`config.mk`:
```
export PLATFORM = sky130hd
export DESIGN_NAME = lsu_mem_bridge
export DESIGN_NICKNAME = d
export VERILOG_FILES = /design/src/rtl/lsu_mem_bridge.sv
export SDC_FILE = /design/constraint.sdc
export NUM_CORES = 1
export LEC_CHECK = 0
export ABC_CLOCK_PERIOD_IN_PS = 2400
export CAP_MARGIN = 20
export CELL_PAD_IN_SITES_DETAIL_PLACEMENT = 1
export CELL_PAD_IN_SITES_GLOBAL_PLACEMENT = 1
export CORE_AREA = 2 2 119 150
export CTS_CLUSTER_SIZE = 12
export DETAILED_ROUTE_END_ITERATION = 8
export DIE_AREA = 0 0 121 152
export GPL_TIMING_DRIVEN = 1
export PLACE_DENSITY = 0.89
export SETUP_SLACK_MARGIN = 0.5
export SLEW_MARGIN = 20
export SYNTH_ARGS = -nofsm -noshare
export SYNTH_HDL_FRONTEND = slang
export SYNTH_SLANG_ARGS = --single-unit
```
`constraint.sdc`:
```
create_clock -name clk -period 2.4 [get_ports clk]
set_clock_uncertainty 0.15 [all_clocks]
set_input_delay 0.48 -clock clk [delete_from_list [all_inputs] [get_ports clk]]
set_output_delay 0.48 -clock clk [all_outputs]
set_load 0.01 [all_outputs]
```
`src/rtl/lsu_mem_bridge.sv`:
```
// Load/store bridge: core memory port to a word-aligned valid/ready bus with byte strobes and load extension.
// Latency is 3 cycles minimum; the core is stalled through REQ/WAIT_RSP, and the request is held until bus_req_ready.
module lsu_mem_bridge #(
   parameter int TIMEOUT = 16,
   parameter int CNT_W   = 8
) (
   input  logic        clk,
   input  logic        rst,
   input  logic        cpu_ren,
   input  logic        cpu_wen,
   input  logic [2:0]  cpu_memop,
   input  logic [31:0] cpu_addr,
   input  logic [31:0] cpu_wdata,
   output logic [31:0] cpu_rdata,
   output logic        cpu_stall,
   output logic        cpu_err,
   output logic        bus_req_valid,
   input  logic        bus_req_ready,
   output logic [31:0] bus_addr,
   output logic        bus_wen,
   output logic [31:0] bus_wdata,
   output logic [3:0]  bus_wstrb,
   input  logic        bus_rsp_valid,
   input  logic [31:0] bus_rdata
);

   typedef enum logic [1:0] {IDLE, REQ, WAIT_RSP, DONE} state_t;

   state_t           state, state_nxt;
   logic [CNT_W-1:0] cnt;
   logic [2:0]       op_q;
   logic [1:0]       off_q;
   logic             access, fault, timeout;
   logic [31:0]      st_wdata, ld_data, sh;
   logic [3:0]       st_wstrb;

   assign access  = cpu_ren | cpu_wen;
   assign timeout = (cnt == CNT_W'(TIMEOUT - 1));

   always_comb begin
      fault = 1'b0;
      case (cpu_memop)
         3'b000:  fault = 1'b0;
         3'b001:  fault = cpu_addr[0];
         3'b010:  fault = |cpu_addr[1:0];
         3'b100:  fault = cpu_wen;
         3'b101:  fault = cpu_wen | cpu_addr[0];
         default: fault = 1'b1;
      endcase
   end

   always_comb begin
      st_wdata = cpu_wdata;
      st_wstrb = 4'b1111;
      case (cpu_memop[1:0])
         2'b00: begin
            st_wdata = {4{cpu_wdata[7:0]}};
            st_wstrb = 4'b0001 << cpu_addr[1:0];
         end
         2'b01: begin
            st_wdata = {2{cpu_wdata[15:0]}};
            st_wstrb = 4'b0011 << cpu_addr[1:0];
         end
         default: begin
            st_wdata = cpu_wdata;
            st_wstrb = 4'b1111;
         end
      endcase
   end

   // Extraction uses the memop/offset latched at issue, not the live core inputs.
   always_comb begin
      sh      = bus_rdata >> {off_q, 3'b000};
      ld_data = bus_rdata;
      case (op_q)
         3'b000:  ld_data = {{24{sh[7]}}, sh[7:0]};
         3'b100:  ld_data = {24'b0, sh[7:0]};
         3'b001:  ld_data = {{16{sh[15]}}, sh[15:0]};
         3'b101:  ld_data = {16'b0, sh[15:0]};
         default: ld_data = bus_rdata;
      endcase
   end

   always_comb begin
      state_nxt     = state;
      bus_req_valid = 1'b0;
      cpu_stall     = 1'b0;
      case (state)
         IDLE: begin
            cpu_stall = access & ~fault;
            if (access && !fault) state_nxt = REQ;
         end
         REQ: begin
            bus_req_valid = 1'b1;
            cpu_stall     = 1'b1;
            if (bus_req_ready) state_nxt = WAIT_RSP;
         end
         WAIT_RSP: begin
            cpu_stall = 1'b1;
            if (bus_rsp_valid || timeout) state_nxt = DONE;
         end
         default: state_nxt = IDLE;
      endcase
   end

   always_ff @(posedge clk or negedge rst) begin
      if (!rst) state <= IDLE;
      else      state <= state_nxt;
   end

   always_ff @(posedge clk or negedge rst) begin
      if (!rst) begin
         cnt       <= '0;
         op_q      <= 3'b0;
         off_q     <= 2'b0;
         bus_addr  <= 32'b0;
         bus_wen   <= 1'b0;
         bus_wdata <= 32'b0;
         bus_wstrb <= 4'b0;
         cpu_rdata <= 32'b0;
         cpu_err   <= 1'b0;
      end else begin
         cpu_err <= 1'b0;
         case (state)
            IDLE: begin
               if (access && fault) begin
                  cpu_err   <= 1'b1;
                  cpu_rdata <= 32'b0;
               end else if (access) begin
                  bus_addr  <= {cpu_addr[31:2], 2'b00};
                  bus_wen   <= cpu_wen;
                  bus_wdata <= st_wdata;
                  bus_wstrb <= cpu_wen ? st_wstrb : 4'b0000;
                  op_q      <= cpu_memop;
                  off_q     <= cpu_addr[1:0];
               end
            end
            WAIT_RSP: begin
               cnt <= cnt + 1'b1;
               if (bus_rsp_valid) begin
                  if (!bus_wen) cpu_rdata <= ld_data;
               end else if (timeout) begin
                  cpu_err   <= 1'b1;
                  cpu_rdata <= 32'b0;
               end
            end
            DONE:    cnt <= '0;
            default: ;
         endcase
      end
   end

endmodule
```
==> impl_metrics.py, run 1 <==
metrics = {
    "route": {
        "vias_per_cell": 5.11,
        "drt_first_iter_violations": 238,
        "wl_um": 22300,
        "vias": 5268,
        "route.detailed.drc": 0,
        "postRouteAntennaNets": 0,
        "detail_route.wl_per_cell_um": 21.6,
        "dr.pass1.iters": 4,
    },
    "clock_tree": {
        "cts_buffers": 17,
        "cts_root_buffer": "clkbuf_16",
        "clock_path_buffers": 2,
        "clock-sinks": 115,
        "insertion_delay_ns": 0.41,
        "htreeDepth": 4,
        "path_clk_slew_ns": 0.05,
        "cts_tree": "yes",
    },
    "logic_synthesis": {
        "syn-cell-area_sq_um": 5870,
        "synthTopCellsByCount": "dfrtp_1, nand2_1, mux2i_1",
        "yosysMostFrequentCell": "dfrtp_1",
        "yosysWarnings": 0,
        "synth_area_leaders": "dfrtp_1, mux2_4, mux2i_1",
        "yosysTopAreaCellShare": 0.490,
        "synth_cell_types": 47,
        "ys_ff_latch": 115,
        "ys_seq_area_frac": 0.490,
        "synth_edf_count": 0,
        "async_flop_share": 1.00,
        "netlist_instances": 518,
        "syn-mean-instance-area_sq_um": 11.3,
        "synthFlopType": "dfrtp_1",
        "synth_top_area_cell": "dfrtp_1",
    },
    "power": {
        "ir_drop_mv": 0.509,
        "leakage_nw": 4.80,
        "power_density_nw_per_um2": 1280,
    },
    "setup_path": {
        "max_stage_delay_ns": 0.40,
        "crit_type": "reg -> out",
        "cp_data_arrival_time_ns": 1.58,
        "critical_path_buf_inv_count": 2,
        "critPathRequiredTime_ns": 1.77,
        "cp_cell_sequence": "inv_2, ha_4, o21ai_2, o21bai_4, a21oi_4, buf_2",
        "end_kind": "primary output",
        "crit_path_max_fanout": 2,
        "crit_path_top_delay_cell": "dfrtp_1",
        "cp-start-kind": "flip-flop",
        "critPathTopFamily": "flip-flops",
    },
    "sta": {
        "slew_violations": 0,
        "timing.fmax_mhz": 453,
        "tightest_slew_ns": 0.591,
        "rsz0062_at_grt": "true",
        "post-route-min-period_ns": 2.21,
        "hold_violations": 0,
        "setup_tns_ns": 0,
        "fin_crit_sh": 0.920,
        "setup_viol": 0,
        "max_slew_margin": 0.605,
    },
    "finish": {
        "multiInputGateArea_sq_um": 2970,
        "fillers": 1796,
        "fin_area_sq_um": 9780,
        "drive_above_1_share": 0.265,
        "regArea_sq_um": 2880,
        "diodes": 0,
        "syn2layout_area_growth_pct": 66.6,
        "finish.net_count": 904,
    },
    "placed_design": {
        "numPortBuffers": 206,
        "gpl.final_weighted_congestion": 0.813,
        "place_hpwl_um": 13400,
        "placed_cell_area_sq_um": 8340,
    },
    "global_routing": {
        "grt_pass1_vias": 5810,
        "grt_start_max_net_pins": 65,
        "globalRouteOverflowTotal": 0,
        "grt_antenna_before_repair": 0,
        "grt_pass1_wl_um": 32000,
        "grt_usage": 0.226,
    },
    "die": {
        "row_count": 54,
        "core_area_sq_um": 17100,
        "ios": 209,
        "die-height_um": 152,
        "dieArea_sq_um": 18400,
        "die_x_um": 121,
        "start_util": 0.344,
    },
    "outcome": {
        "status": "completed",
    },
    "min_path": {
        "holdCritPathClass": "reg -> reg",
    },
    "flow_run": {
        "cap_violations": 0,
    },
}
[power by group]
part	switching, mW	internal, mW
sequential	0.615	2.80
clock	0.925	1.63
combinational	3.01	3.52
total	4.55	7.95
[worst reg2reg max path: cells and delay by family, from the launching register on]
| kind | cells | cell delay (ns) |
|---|---|---|
| AOI/OAI and AO/OA | 4 | 0.83 |
| adders and majority gates | 1 | 0.16 |
| buffers and inverters | 4 | 0.55 |
| DFF | 1 | 0.40 |
[path summary, 6_finish.rpt]
path                                 end  slack (ns)     startpoint  cells after the start
setup / recovery               cpu_stall        0.19       state[1]                      6
hold / removal             bus_wdata[11]        0.33  bus_wdata[11]                      2
setup reg to reg           cpu_rdata[28]        0.21       state[1]                      9
hold reg to reg            bus_wdata[11]        0.33  bus_wdata[11]                      2
max in group asynchronous   bus_wdata[3]        1.01            rst                      3
min in group asynchronous   bus_addr[28]        0.40            rst                      2
[metrics by stage]
step	total power, mW	setup slack (ns)	hold WS [ns]	utilization	instances
global route	13.2	0.149	0.364	0.572	1031
finish	12.5	0.192	0.333	0.572	1031
global placement	8.80	-0.364	0.249	0.488	943
floorplan	6.27	0.291	0.0344	-	519
CTS	11.9	0.222	0.333	0.547	1000
detailed placement	9.02	-0.474	0.253	0.488	943
[cell families after synthesis]
logic type      after synthesis  synth area share
compound gates              135             0.160
xor+xnor                      6           0.00895
fa+ha+maj                     5            0.0107
buf+inv                      52            0.0488
flops                       115             0.490
mux                          90             0.191
other cells                   1          0.000639
simple gates                114            0.0899
[area by class of cell]
class	count	share of cell area
Sequential cell	115	0.294
Tap cell	224	0.0286
Clock inverter	9	0.0105
Clock buffer	23	0.0499
Inverter	13	0.00499
Multi-Input combinational cell	353	0.303
Timing Repair Buffer	294	0.309
[cell usage in the layout (no fill, tap or decap), types with 5 or more instances in the layout]
cell type	synthesis	routed
nor2b_1	9	9
mux2i_1	43	43
buf_12	0	12
nor2_1	24	23
buf_6	8	12
dlygate4sd2_1	0	105
o22ai_1	8	8
o2bb2ai_2	0	5
o21ai_0	13	9
mux2_4	40	44
nand2_1	58	54
dfrtp_1	115	115
a2bb2oi_1	7	7
clkdlybuf4s50_1	0	93
o21ai_1	39	40
inv_1	13	10
clkbuf_16	0	22
a21oi_1	26	24
buf_16	0	9
o221ai_1	7	7
nand2b_1	11	10
a22o_1	16	16
buf_4	6	51
[repair_timing]
action / CTS / global route
buffers inserted: 16 / 25
hold buffers: 1 / 0
endpoints found under the setup margin: 210 / 96
pin swaps: 30 / 13
gates cloned: 8 / 6
resized for setup: 174 / 41
hold endpoints to repair: 22 / 0
[routing by layer]
metal,track usage,vias to the layer above,share of wire
li1,-,2401,-
met1,0.246,2614,0.38
met2,0.404,194,0.53
met3,0.0567,59,0.051
met4,0.110,0,0.039
met5,0,-,0
[sequential cells by signal (all words and copies together), names as in the netlist]
signal / cells
cnt: 8
bus_wstrb: 4
bus_wdata: 32
cpu_rdata: 32
cpu_err: 1
off_q: 2
bus_wen: 1
bus_addr: 30
state: 2
op_q: 3
No activity file was read; power rests on OpenSTA's default activity.
==> run 2: changes to the inputs <==
- CAP_MARGIN: 20 -> default
==> results of run 2 <==
No change in the layout: final DEF, timing and power equal those of run 1.
